File: src/rtl/adc_scan_pkg.sv
// Shared types and constants for the ADC scan sequencer: state encoding,
// channel/sample widths and the layout of the tagged output word.
package adc_scan_pkg;

  localparam int CH_W     = 3;
  localparam int SAMPLE_W = 12;
  localparam int NUM_CH   = 8;
  localparam int OUT_W    = 16;

  // Output word layout: {pad, channel, sample}
  localparam int SAMPLE_LSB = 0;
  localparam int CH_LSB     = 12;
  localparam int PAD_BIT    = 15;

  typedef enum logic [1:0] {
    IDLE,
    WAIT_TICK,
    CONV,
    PUSH
  } state_t;

  function automatic logic [OUT_W-1:0] pack_word(input logic [CH_W-1:0]     ch,
                                                 input logic [SAMPLE_W-1:0] sample);
    logic [OUT_W-1:0] w;
    w                          = '0;
    w[SAMPLE_LSB +: SAMPLE_W]  = sample;
    w[CH_LSB +: CH_W]          = ch;
    w[PAD_BIT]                 = 1'b0;
    return w;
  endfunction

endpackage

File: src/rtl/adc_scan_next_ch.sv
// Priority encoder: lowest set bit of mask strictly above cur_ch, or the
// lowest set bit overall when from_start is high (start of a scan).
module adc_scan_next_ch
  import adc_scan_pkg::*;
(
  input  logic [NUM_CH-1:0] mask,
  input  logic [CH_W-1:0]   cur_ch,
  input  logic              from_start,
  output logic [CH_W-1:0]   next_ch,
  output logic              found
);

  always_comb begin
    // NOTE: every output gets a default before the loop so no path leaves it unassigned (no latch).
    next_ch = '0;
    found   = 1'b0;
    // Walk downward so the lowest qualifying bit is the last one written.
    for (int i = NUM_CH - 1; i >= 0; i--) begin
      if (mask[i] && (from_start || (i > int'(cur_ch)))) begin
        found   = 1'b1;
        next_ch = CH_W'(i);
      end
    end
  end

endmodule

File: src/rtl/adc_scan_sequencer.sv
// Periodic multi-channel scan controller: on each tick converts every enabled
// channel in ascending order and streams {0, ch, sample} words downstream.
module adc_scan_sequencer
  import adc_scan_pkg::*;
#(
  parameter int PERIOD = 40000
) (
  input  logic                clock,
  input  logic                reset,
  input  logic                enable,
  input  logic [NUM_CH-1:0]   ch_mask,
  output logic                adc_start,
  output logic [CH_W-1:0]     adc_channel,
  input  logic                adc_ready,
  input  logic [SAMPLE_W-1:0] adc_data,
  output logic                out_valid,
  input  logic                out_ready,
  output logic [OUT_W-1:0]    out_data,
  output logic                out_last,
  output logic                busy,
  output logic [7:0]          overrun_count
);

  localparam int            TW   = $clog2(PERIOD);
  localparam logic [TW-1:0] TMAX = TW'(PERIOD - 1);

  state_t              state;
  logic [TW-1:0]       tcount;
  logic                timer_run;
  logic                tick;
  logic [NUM_CH-1:0]   scan_mask;

  logic [NUM_CH-1:0]   search_mask;
  logic                search_start;
  logic [CH_W-1:0]     enc_ch;
  logic                enc_found;

  // The edge that first sees enable leaves IDLE with the count still at 0,
  // so the first tick lands PERIOD edges after that one.
  assign timer_run = enable && (state != IDLE);
  assign tick      = timer_run && (tcount == TMAX);

  always_ff @(posedge clock or posedge reset) begin
    // NOTE: sequential state uses non-blocking assignments only, so every register sees pre-edge values.
    if (reset) begin
      tcount <= '0;
    end else if (!timer_run || (tcount == TMAX)) begin
      tcount <= '0;
    end else begin
      tcount <= tcount + TW'(1);
    end
  end

  // At scan start search the live mask from bit 0; mid-scan search the snapshot above the current channel.
  always_comb begin
    search_start = (state == WAIT_TICK);
    search_mask  = search_start ? ch_mask : scan_mask;
  end

  adc_scan_next_ch u_next_ch (
    .mask       (search_mask),
    .cur_ch     (adc_channel),
    .from_start (search_start),
    .next_ch    (enc_ch),
    .found      (enc_found)
  );

  always_ff @(posedge clock or posedge reset) begin
    // NOTE: the datapath registers are reset too, so every output is defined the moment reset asserts.
    if (reset) begin
      state         <= IDLE;
      scan_mask     <= '0;
      adc_start     <= 1'b0;
      adc_channel   <= '0;
      out_valid     <= 1'b0;
      out_data      <= '0;
      out_last      <= 1'b0;
      busy          <= 1'b0;
      overrun_count <= '0;
    end else begin
      if (tick && (state == CONV || state == PUSH) && (overrun_count != 8'hFF)) begin
        overrun_count <= overrun_count + 8'd1;
      end

      case (state)
        IDLE: begin
          if (enable) state <= WAIT_TICK;
        end

        WAIT_TICK: begin
          if (!enable) begin
            state <= IDLE;
          end else if (tick && enc_found) begin
            scan_mask   <= ch_mask;
            adc_channel <= enc_ch;
            adc_start   <= 1'b1;
            busy        <= 1'b1;
            state       <= CONV;
          end
        end

        // Conversions always run to completion to keep the ADC serial framing intact.
        CONV: begin
          if (adc_ready) begin
            adc_start <= 1'b0;
            out_data  <= pack_word(adc_channel, adc_data);
            out_last  <= !enc_found;
            out_valid <= 1'b1;
            state     <= PUSH;
          end
        end

        PUSH: begin
          if (out_ready) begin
            out_valid <= 1'b0;
            if (!out_last) begin
              adc_channel <= enc_ch;
              adc_start   <= 1'b1;
              state       <= CONV;
            end else begin
              busy  <= 1'b0;
              state <= enable ? WAIT_TICK : IDLE;
            end
          end
        end

        default: state <= IDLE;
      endcase
    end
  end

  // A presented word must hold until it is accepted.
  property p_stream_hold;
    @(posedge clock) disable iff (reset)
      (out_valid && !out_ready) |=> (out_valid && $stable(out_data) && $stable(out_last));
  endproperty
  a_stream_hold: assert property (p_stream_hold);

endmodule

File: config.mk
export PLATFORM = sky130hd
export DESIGN_NAME = adc_scan_sequencer
export DESIGN_NICKNAME = d
export VERILOG_FILES = /design/src/rtl/adc_scan_pkg.sv /design/src/rtl/adc_scan_next_ch.sv /design/src/rtl/adc_scan_sequencer.sv
export SDC_FILE = /design/constraint.sdc
export NUM_CORES = 1
export LEC_CHECK = 0
export CORE_MARGIN = 5
export CORE_UTILIZATION = 55
export DETAILED_ROUTE_END_ITERATION = 10
export HOLD_SLACK_MARGIN = 0.05
export PLACE_DENSITY = 0.85
export SETUP_SLACK_MARGIN = 0.05
export SLEW_MARGIN = 40
export SYNTH_ARGS = -nofsm -noshare
export SYNTH_HDL_FRONTEND = slang
export SYNTH_SLANG_ARGS = --single-unit
File: constraint.sdc
create_clock -name clock -period 3.35 [get_ports clock]
set_input_delay 0.5025 -clock clock [delete_from_list [all_inputs] [get_ports clock]]
set_output_delay 0.5025 -clock clock [all_outputs]
set_load 0.01 [all_outputs]
==> Word level (Yosys, flattened, before mapping) <==
Index checks and enable logic that the tools add are counted.
{ "totals": {"latch_bits": 0, "elab_cells": 111, "output_inout_bits": 31, "input_bits": 25, "memories": 0, "reg_bits": 56, "ram_bits": 0, "romBits": 0} }
{ "op_classes": {"eq_ne": 13, "mux": 43, "n_div": 0, "multipliers": 0, "shifts": 0, "n_reduce_logical": 36, "add_sub_neg": 2, "bitwise": 0, "magnitude_cmp": 7} }
{ "op_table": {"columns": ["operator", "count"], "rows": [
  ["two-way mux 3 bit", 12],
  ["two-way mux 1 bit", 18],
  ["adder 16 x 1 -> 16 bit, second input constant", 1],
  ["== test 16 bit, second input constant", 1],
  ["two-way mux 16 bit", 1],
  ["!= test 2 bit, second input constant", 7],
  ["logical AND 1 bit", 13],
  ["greater-than comparator 3 bit, first input constant", 4],
  ["two-way mux 2 bit", 6],
  ["AND reduction 5 bit", 2],
  ["logical OR 1 bit", 9],
  ["adder 8 x 1 -> 8 bit, second input constant", 1],
  ["two-way mux 8 bit", 1],
  ["!= test 8 bit, second input constant", 1],
  ["one-hot mux 2 bit (4 select lines)", 1],
  ["greater-than comparator 2 x 3 -> 1 bit, first input constant", 2],
  ["one-hot mux 3 bit (2 select lines)", 1],
  ["AND reduction 3 bit", 2],
  ["AND reduction 6 bit", 1],
  ["nonzero test 2 bit", 3],
  ["== test 2 bit, second input constant", 2],
  ["one-hot mux 1 bit (2 select lines)", 2],
  ["AND reduction 4 bit", 1],
  ["greater-than comparator 1 x 3 -> 1 bit, first input constant", 1],
  ["7 further kinds", 8]
]} }

==> Depth between registers and ports, before layout <==
{ "depth": {"ltp_word": 15, "depth_mapped": 8, "depth_no_buf": 6} }

==> By module <==
Synthesis repeated with hierarchy kept, for this count alone.
{ "unflattened": {"hier_cells": 278, "hier_area_um2": 2950.3} }
{ "by_module_without_submodules": {"columns": ["mod", "seq_area_each_um2", "area_per_inst_um2", "instances", "cells_each"], "rows": [
  ["adc_scan_sequencer", 1401.3, 2700.1, 1, 240],
  ["adc_scan_next_ch", 0.0, 250.2, 1, 38]
]} }

==> Worst setup path after synthesis <==
OpenSTA, ideal clock, no wires.
{ "synth_timing": {"path_type": "reg-to-reg", "from": "register tcount[0]", "to": "register overrun_count[7]", "path_stages_with_launch": 7, "slack_ps": 1522, "arrival_time_ps": 1702, "period_less_slack_ps": 1828, "setup_time_ps": 125, "required_ps": 3225, "path_buffers": 0, "path_cell_list": "dfrtp_1 > ha_1 > nand2_1 > and4bb_2 > o2111ai_2 > or3_1 > xnor2_1"} }
{ "synth_between": {"elab_chain_cells": 4} }
{ "synth_lines": {"columns": ["element", "line", "source"], "rows": [
  ["start, declared", "adc_scan_sequencer.sv:28", "logic [TW-1:0] tcount;"],
  ["start signal, assigned", "adc_scan_sequencer.sv:50", "tcount <= tcount + TW'(1);"],
  ["== test 16 bit", "adc_scan_sequencer.sv:41", "assign tick = timer_run && (tcount == TMAX);"],
  ["logical AND 1 bit", "adc_scan_sequencer.sv:41", null],
  ["logical AND 1 bit (2 in a row)", "adc_scan_sequencer.sv:81", "if (tick && (state == CONV || state == PUSH) && (overrun_count != 8'hFF)) begin"],
  ["end signal, assigned", "adc_scan_sequencer.sv:82", "overrun_count <= overrun_count + 8'd1;"],
  ["end, declared", "adc_scan_sequencer.sv:21", "output logic [7:0] overrun_count"]
]} }
Every way passes these cells.
A chain may end at the register's enable or synchronous reset.

==> Worst setup path in the final report <==
{ "layout_timing": {"from": "register tcount[9]", "to": "register adc_channel[0]"} }
{ "layout_between": {"elab_chain_cells": 5} }
{ "layout_lines": {"columns": ["element", "line", "source"], "rows": [
  ["== test 16 bit", "adc_scan_sequencer.sv:41", null],
  ["logical AND 1 bit", "adc_scan_sequencer.sv:41", null],
  ["logical AND 1 bit", "adc_scan_sequencer.sv:93", "end else if (tick && enc_found) begin"],
  ["!= test 2 bit (no line)", null, null],
  ["AND reduction 5 bit (no line)", null, null],
  ["end signal, assigned", "adc_scan_sequencer.sv:95", "adc_channel <= enc_ch;"],
  ["end signal, assigned", "adc_scan_sequencer.sv:117", "adc_channel <= enc_ch;"],
  ["end, declared", "adc_scan_sequencer.sv:13", "output logic [CH_W-1:0] adc_channel,"]
]} }
Every way passes these cells.

==> flow_summary.toml <==
[cts]
worst_setup_hold_path_clk_slew_ps = 100
tritoncts_num_sinks = 55
cts_tree = "built"
tritoncts_buffer_count = 5
post_cts.repair.setup_buffers = 0
clock_insertion_delay_worst_skew_ps = 310
clock_path_buffers = 2
postCtsResizedCells = 0
ctsHtreeMaxLevel = 2
cell_chosen_for_the_clock_root = "clkbuf_8"
cts_hold_buffers = 0

[floorplanning]
core_mm2 = 0.00472
fp.dieW_um = 79.8
die_y_um = 79.8
fp.dieArea_mm2 = 0.00637
initial_core_util = 0.568
rows = 25
design.portCount = 56

[timing]
fmaxAchievable_mhz = 447
timing.final.crit_period_ps = 2240
clock_skew_ps = 10.9
totalNegativeSetupSlack_ps = 0
slew_of_the_pin_with_the_lowest_slew_margin_ps = 572
report.final.setup_viol = 0
final_min_period_over_clock_period = 0.667
report.final.slew_viol_count = 0
finalHoldWorstSlack_ps = 422
hold_violations = 0
slew_headroom = 0.618
rsz0062_at_grt = "no"

[routing]
route.detailed.wl_per_inst_um = 15.2
drc = 0
wl_met2_um = 2790
route.vias.total = 2103
detail_route.wirelength.met1_um = 2470
postRouteAntennaNets = 0
met3WireLength_um = 426
drt_first_iter_violations = 94
highest-signal-layer = "met4"
detailedRoute.firstPassIterationCount = 6
drt-vias-per-instance = 5.55
routed_wl_um = 5750

[logic_synthesis]
synth_fp_nets = 284
yosys.cell_count.top_type = "dfrtp_1"
synth-edff-count = 0
synth_sequential_area_ratio = 0.513
yosysWarningCount = 0
cells_after_synthesis = 257
post_synth_main_area_contributors = "dfrtp_1 51%, mux2_2 8.8%, xor2_1 3.9%, nand2_1 3.4%, nor2_1 3.2%"
postSynth.topFlopCell = "dfrtp_1"
avgSynthCellArea_um2 = 10.4
post_synth_instance_area_mm2 = 0.00268
total_of_flip_flops_plus_latches_after_synthesis = 55
synth.largest_area_cell = "dfrtp_1"
synth.lib_cells_used.distinct = 52
yosys.area.top_type_share = 0.513
synth_top_cells_by_count = "55 x dfrtp_1, 24 x nand2_1, 23 x nor2_1, 21 x mux2_2, 15 x o21ai_0"
proportion_of_register_bits_with_asynchronous_set_or_reset_after_synthesis = 1.00

[place]
io_buffer_count = 54
dp.final_hpwl_um = 4270
postPlaceCellArea_mm2 = 0.00329
routabilityCongestion = 0.910

[critical_path]
r2r-start = "tcount[9]"
largest_fanout_on_the_critical_path = 13
critical_path_required_ps = 3550
regToRegEndpoint = "adc_channel[0]"
crit_type = "register to register"
critical_path.startpoint_type = "register"
worstPathArrival_ps = 2440
worst_setup_path_end_kind = "register"
ff2ff_path_depth = 5
r2r_setup_slack_ps = 1110

[global_routing]
grt_usage = 0.194
antenna_violations_before_repair = 0
grt_overflow_total = 0
grt_start_max_net_pins = 24
vias_in_the_first_global_route = 2121
grt_pass1_wl_um = 9830

[power_and_ir_drop]
post-layout-total-power_mw = 1.16
power_leakage_nw = 1.51
power-per-cell-area_mw_per_mm2 = 343
vdd.ir_drop.worst_uv = 244

[finish]
areaGrowthSynthToFinish_pct = 25.9
final_cell_area_mm2 = 0.00338
layout-drive-gt1-share = 0.128
fillers = 351
nets = 338
num_antenna_cells = 0

[run_status]
run_status = "finished, final reports clean"

[job]
cap_viol_max_count = 0

[min_path]
hold_path.class = "input port to asynchronous set/reset pin"
[state kept, by name, summed over array words and instances (netlist names)]
| register | flops |
|---|---|
| adc_channel | 3 |
| adc_start | 1 |
| busy | 1 |
| out_data | 15 |
| out_last | 1 |
| out_valid | 1 |
| overrun_count | 8 |
| scan_mask | 7 |
| state | 2 |
| tcount | 16 |
[cells by family after synthesis]
group	Yosys count	share of synthesized area
AO/OA/AOI/OAI	48	0.120
XOR/XNOR	18	0.0588
adder cells (fa/ha/maj)	2	0.00933
buffers and inverters	19	0.0303
flip-flops	55	0.513
multiplexers	22	0.0919
other	1	0.00140
AND/OR/NAND/NOR	92	0.175
[placed cells by master (no fill, tap or decap), drive strengths merged, types with 5 or more instances in the layout]
master,instances
nand3,13
nand2,24
mux2,21
a21oi,10
o21ai,15
nor2,23
clkdlybuf4s50,54
xnor2,6
dfrtp,55
or3,5
xor2,12
inv,9
clkbuf,5
[power breakdown]
group          internal, mW  switching, mW  leakage (nW)
sequential            0.668        0.00689         0.760
combinational        0.0491         0.0565         0.702
clock                 0.150          0.227        0.0485
total                 0.867          0.290          1.51
[critical path, stage by stage, from the launching register on]
cell     delay (ps)
dfrtp_1         500
nor4_4          420
and3_1          210
nand3_1         420
a21o_1          370
a32o_1          210
[layout make-up]
type | instances | area, um2 | share of cell area
clock buffers | 5 | 68.8 | 0.0204
clock inverters | 3 | 22.5 | 0.00667
inverters | 8 | 30.0 | 0.00889
multi-input cells | 183 | 1220 | 0.363
flip-flops and latches | 55 | 1380 | 0.408
well taps | 67 | 83.8 | 0.0248
repair buffers | 58 | 571 | 0.169
[per-layer routing]
metal	global-route usage	up-vias
met5	0	-
met4	0.0524	0
met3	0.0485	9
met2	0.316	70
met1	0.258	1007
li1	-	1017
[worst max path at each step]
stage | depth (start not counted) | start | slack (ps) | end
final | 5 | tcount[9] | 1110 | adc_channel[0]
after global routing | 6 | tcount[0] | 970 | adc_channel[0]
after CTS | 6 | tcount[0] | 1090 | adc_channel[0]
after detailed placement | 6 | ch_mask[1] | 930 | adc_channel[2]
after global placement | 6 | ch_mask[1] | 930 | adc_channel[2]
after floorplan | 1 | reset | 1500 | adc_channel[0]
[per-stage QoR]
step / cells / utilization / worst slack, ps
global placement: 371 / 0.696 / 927
finish: 379 / 0.715 / 1110
CTS: 379 / 0.715 / 1090
floorplan: 257 / - / 1500
global route: 379 / 0.715 / 967
detailed placement: 371 / 0.696 / 928
Note: power is estimated with default switching activity, not from simulation.
